<file path="src/rtl/fft_frame_buffer.sv">
`default_nettype none
// ============================================================================
// Module   : fft_frame_buffer
// Purpose  : Ping-pong frame buffer between a streaming sample source and the
//            parallel-input FFT core. One bank fills while the other is held
//            stable on frame_samples for the FFT. Samples arriving while both
//            banks are occupied are dropped, flagged and counted.
// Revision : 1.0 - initial release
// ============================================================================
module fft_frame_buffer #(
    parameter int WIDTH = 18,
    parameter int N     = 16
) (
    input  logic                    clk,
    input  logic                    rst,
    input  logic signed [WIDTH-1:0] sample_in,
    input  logic                    sample_valid,
    output logic signed [WIDTH-1:0] frame_samples [0:N-1],
    output logic                    fft_start,
    input  logic                    fft_done,
    output logic                    overrun,
    output logic [7:0]              drop_count
);

    // Write pointer width and its wrap value
    localparam int                c_WP_W    = (N > 1) ? $clog2(N) : 1;
    localparam logic [c_WP_W-1:0] c_WP_LAST = c_WP_W'(N - 1);

    // FFT hand-off state encoding
    localparam logic [1:0] c_ST_IDLE  = 2'd0;
    localparam logic [1:0] c_ST_START = 2'd1;
    localparam logic [1:0] c_ST_BUSY  = 2'd2;

    localparam logic [7:0] c_DROP_MAX = 8'hFF;

    // Two banks of frame storage; bank r_wr_bank fills, the other is read
    logic signed [WIDTH-1:0] r_bank [0:1][0:N-1];

    logic              r_wr_bank;
    logic [c_WP_W-1:0] r_wp;
    logic              r_bank_full;
    logic [1:0]        r_state;
    logic [1:0]        w_state_nxt;
    logic              r_overrun;
    logic [7:0]        r_drop_count;

    logic              w_swap;
    logic              w_accept;
    logic              w_drop;

    // A full write bank is handed to the FFT when the FFT is free or is
    // finishing on this very edge (back-to-back frames, no idle gap).
    assign w_swap   = r_bank_full &&
                      ((r_state == c_ST_IDLE) ||
                       ((r_state == c_ST_BUSY) && fft_done));

    // Normal write into the current bank: only while it still has room.
    assign w_accept = sample_valid && !r_bank_full;

    // Both banks occupied and no hand-off this edge: the sample is lost.
    assign w_drop   = sample_valid && r_bank_full && !w_swap;

    // Sample storage: normal writes go to the fill bank; on a swap edge a
    // valid sample lands at index 0 of the bank that becomes the fill bank.
    always_ff @(posedge clk) begin
        if (rst) begin
            for (int b = 0; b < 2; b++) begin
                for (int i = 0; i < N; i++) begin
                    r_bank[b][i] <= '0;
                end
            end
        end else if (w_swap) begin
            if (sample_valid) begin
                r_bank[~r_wr_bank][0] <= sample_in;
            end
        end else if (w_accept) begin
            r_bank[r_wr_bank][r_wp] <= sample_in;
        end
    end

    // Bank select, write pointer and full flag bookkeeping
    always_ff @(posedge clk) begin
        if (rst) begin
            r_wr_bank   <= 1'b0;
            r_wp        <= '0;
            r_bank_full <= 1'b0;
        end else if (w_swap) begin
            r_wr_bank   <= ~r_wr_bank;
            r_bank_full <= 1'b0;
            r_wp        <= sample_valid ? c_WP_W'(1) : '0;
        end else if (w_accept) begin
            if (r_wp == c_WP_LAST) begin
                r_wp        <= '0;
                r_bank_full <= 1'b1;
            end else begin
                r_wp        <= r_wp + c_WP_W'(1);
            end
        end
    end

    // Overrun pulse and saturating drop counter
    always_ff @(posedge clk) begin
        if (rst) begin
            r_overrun    <= 1'b0;
            r_drop_count <= '0;
        end else begin
            r_overrun <= w_drop;
            if (w_drop && (r_drop_count != c_DROP_MAX)) begin
                r_drop_count <= r_drop_count + 8'd1;
            end
        end
    end

    // FFT hand-off state register
    always_ff @(posedge clk) begin
        if (rst) begin
            r_state <= c_ST_IDLE;
        end else begin
            r_state <= w_state_nxt;
        end
    end

    // Next-state and start decode; fft_done outside BUSY is ignored
    always_comb begin
        w_state_nxt = r_state;
        fft_start   = 1'b0;
        case (r_state)
            c_ST_IDLE: begin
                if (w_swap) begin
                    w_state_nxt = c_ST_START;
                end
            end
            c_ST_START: begin
                fft_start   = 1'b1;
                w_state_nxt = c_ST_BUSY;
            end
            c_ST_BUSY: begin
                if (fft_done) begin
                    w_state_nxt = w_swap ? c_ST_START : c_ST_IDLE;
                end
            end
            default: begin
                w_state_nxt = c_ST_IDLE;
            end
        endcase
    end

    // Read bank drives the FFT input array; it is never written while read
    genvar g_i;
    generate
        for (g_i = 0; g_i < N; g_i++) begin : g_rd
            assign frame_samples[g_i] = r_bank[~r_wr_bank][g_i];
        end
    endgenerate

    assign overrun    = r_overrun;
    assign drop_count = r_drop_count;

endmodule
`default_nettype wire
</file>
<file path="config.mk">
export PLATFORM = sky130hd
export DESIGN_NAME = fft_frame_buffer
export DESIGN_NICKNAME = d
export VERILOG_FILES = /design/src/rtl/fft_frame_buffer.sv
export SDC_FILE = /design/constraint.sdc
export NUM_CORES = 1
export LEC_CHECK = 0
export BUFFER_PORTS_ARGS = -buffer_cell sky130_fd_sc_hd__buf_2
export CORE_UTILIZATION = 62
export CTS_CLUSTER_SIZE = 28
export DETAILED_ROUTE_END_ITERATION = 8
export GPL_ROUTABILITY_DRIVEN = 0
export PLACE_DENSITY = 0.85
export SYNTH_ARGS = -nofsm -noshare
export SYNTH_HDL_FRONTEND = slang
export SYNTH_SLANG_ARGS = --single-unit
</file>
<file path="constraint.sdc">
create_clock -name clk -period 9.5 [get_ports clk]
set_clock_uncertainty 0.05 [all_clocks]
set_input_delay 1.9 -clock clk [delete_from_list [all_inputs] [get_ports clk]]
set_output_delay 1.9 -clock clk [all_outputs]
set_load 0.05 [all_outputs]
</file>
==> reports/qor.txt <==
Status: completed
Slew Viols, Final: 0
Synth top cells by count: edfxtp_1, nor2_1, mux2_2, buf_2, and2_1
Mapped Cells: 1476
Synthesized area per cell: 16.1 um^2
Input/output buffers: 319
Cell Area, Synth: 23800 um^2
Unrepaired setup endpoints after global routing: no
CORE AREA: 37700 um^2
CP Cell Sequence: buf_4, mux2_2, buf_2
Final ANT Viol Nets: 0
CP max FO: 77
Minimum clock period: 5.26 ns
Worst Reg-to-Reg Cells: 4
Slew @ Worst Pin: 1.11 ns
CP required: 7.55 ns
Reg2reg start: r_wr_bank$_SDFFE_PP0N_
Hold Path Sink: drop_count[1]$_SDFFE_PP0P_
Cell with the most instances after synthesis: edfxtp_1
Top-area cell type share of the netlist area: 72.8%
Finished Cell Area: 27500 um^2
Place WS: 4.02 ns
DRC: 0
PD cells: 213 nW/um^2
DR pass1 iterations: 6
Critical path arrival: 3.31 ns
Clock transition at path regs: 0.06 ns
Fmax: 0.190 GHz
Tot Pwr: 0.00584 W
CP max-delay cell: dfxtp_4
Final Hold Fails: 0
Hold Path Cell Cnt: 2
VDD IR max: 0.141 mV
Share of flip-flops with an asynchronous set or reset: 0%
Die area: 39100 um^2
Post-synthesis cell type count: 51
Initial drt markers: 1569
Post-synth EDFFs: 576
Crit path launch type: register
FF-to-FF setup slack: 5.28 ns
Fraction of layout cells with a size suffix above 1: 39.8%
NumNets Final: 1812
Routed WL: 64600 um
CTS resizes: 0
HP Class: reg -> reg
HP Start: drop_count[1]$_SDFFE_PP0P_
Post-CTS Hold Fix Bufs: 0
Fin Setup TNS: 0 ns
Initial antenna violation count: 1
#FFs+latches synth: 593
Overall die height: 198 um
Area Growth Syn to Fin: 15.5%
Row cnt: 71
Clk_lat worst skew: 0.59 ns
First-pass GRT wire length: 91400 um
Final worst slack: 4.24 ns
Register area share after synthesis: 74.2%
HPWL Detailed: 39600 um
Io pins: 320
Critical path launch point: r_wr_bank$_SDFFE_PP0N_
Clk sinks: 593
Placed Area: 25800 um^2
Max transition margin: 25.8%
Via-to-Cell Ratio: 6.14
Most area-consuming cells after synthesis: edfxtp_1, mux2_2, nor2_1, dfxtp_1, buf_2
Vias in the first global route: 14223
CTS tree: yes
Leak Pwr: 10.3 nW
Via Count: 14371
Main synth FF type: edfxtp_1
Initial Utilization: 63.1%
Post-layout util: 72.9%
Total CTS buffers: 55
Syn. warnings: 0
Post-CTS Setup Repair Bufs: 0
CP endpoint kind: primary output
Largest net degree at the start of global routing: 155
Die width: 198 um
CP peak stage delay: 0.96 ns
Worst path bufs/invs: 2
Longest Clk Path Bufs: 3
Total gr overflow: 0
Root buffer cell: clkbuf_16
Reg-to-reg endpoint: r_bank[0][177]$_SDFFCE_PN0P_
Area leader, netlist: edfxtp_1
Syn_nets: 1503
Kind of critical path: reg -> out
Number of H-tree levels: 2
Delay-heaviest family, CP: buffers and inverters
Tcrit/Tclk final: 55.4%
Tot GR Track Use: 33.0%
DR WL/cell: 27.6 um
Max-Cap Viols: 0
Final setup viols: 0
==> cell families after synthesis <==
family / share of synthesized area [%]
mux: 13.7
xor+xnor: 0.0737
buf+inv: 1.97
compound gates: 1.06
fa+ha+maj: 0.263
simple gates: 8.69
flops: 74.2
==> worst reg2reg max path: cells and delay by family (launching register included) <==
kind / cells / cell delay [ns]
buf+inv: 1 / 1.02
flops: 1 / 0.96
simple gates: 3 / 1.70
==> power breakdown <==
part | switching (W) | total (W) | internal [W]
sequential | 0.0000396 | 0.00306 | 0.00302
combinational | 0.000533 | 0.000669 | 0.000136
clock | 0.000932 | 0.00212 | 0.00119
==> placed cells by master (no fill, tap or decap), drive strengths merged, types with 8 or more instances in the layout <==
cell type and count:
a21oi 9, edfxtp 576, clkinv 21, nor2 304, nand2b 18, clkbuf 69
and2 36, buf 335, dfxtp 17, mux2 288, a31oi 8, inv 26
nand2 35
==> worst max-delay path by stage <==
stage / slack [ns] / endpoint / depth (start not counted)
6_report: 4.24 / frame_samples[78] / 3
2_1_floorplan: 5.53 / r_bank[1][162]$_DFFE_PP_ / 6
4_1_cts: 4.28 / frame_samples[78] / 3
3_5_place_dp: 4.02 / r_bank[1][7]$_DFFE_PP_ / 5
5_1_grt: 4.15 / frame_samples[78] / 3
3_3_place_gp: 4.08 / r_bank[1][43]$_DFFE_PP_ / 5
==> registers in the layout (all words and copies together) (netlist names) <==
name,count
r_state,2
r_wp,4
drop_count,8
overrun,1
r_bank_full,1
r_wr_bank,1
r_bank,576
==> metal layers <==
layer	routed length (um)	GRT usage, %	share of wire, %	vias to the layer above
met5	0	0	0	-
met4	3800	19.3	5.9	0
met3	6060	5.25	9.4	200
met2	31300	52.8	48	984
met1	23400	43.4	36	7172
li1	-	-	-	6015
==> cell type report <==
cell class              count  area [um^2]
flip-flops and latches    593        17600
fillers                  2279        10200
multi-input cells         778         5660
repair buffers            335         1730
clock buffers              69         1450
well taps                 511          639
clock inverters            30          251
inverters                  22         82.6
diodes                      1         2.50
==> through the flow <==
stage / hold slack, ns / cells
after detailed placement: 0.480 / 2239
final: 0.491 / 2339
after CTS: 0.491 / 2338
after floorplan: 0.514 / 1476
after global routing: 0.527 / 2338
after global placement: 0.450 / 2239
No activity file was read; power rests on OpenSTA's default activity.
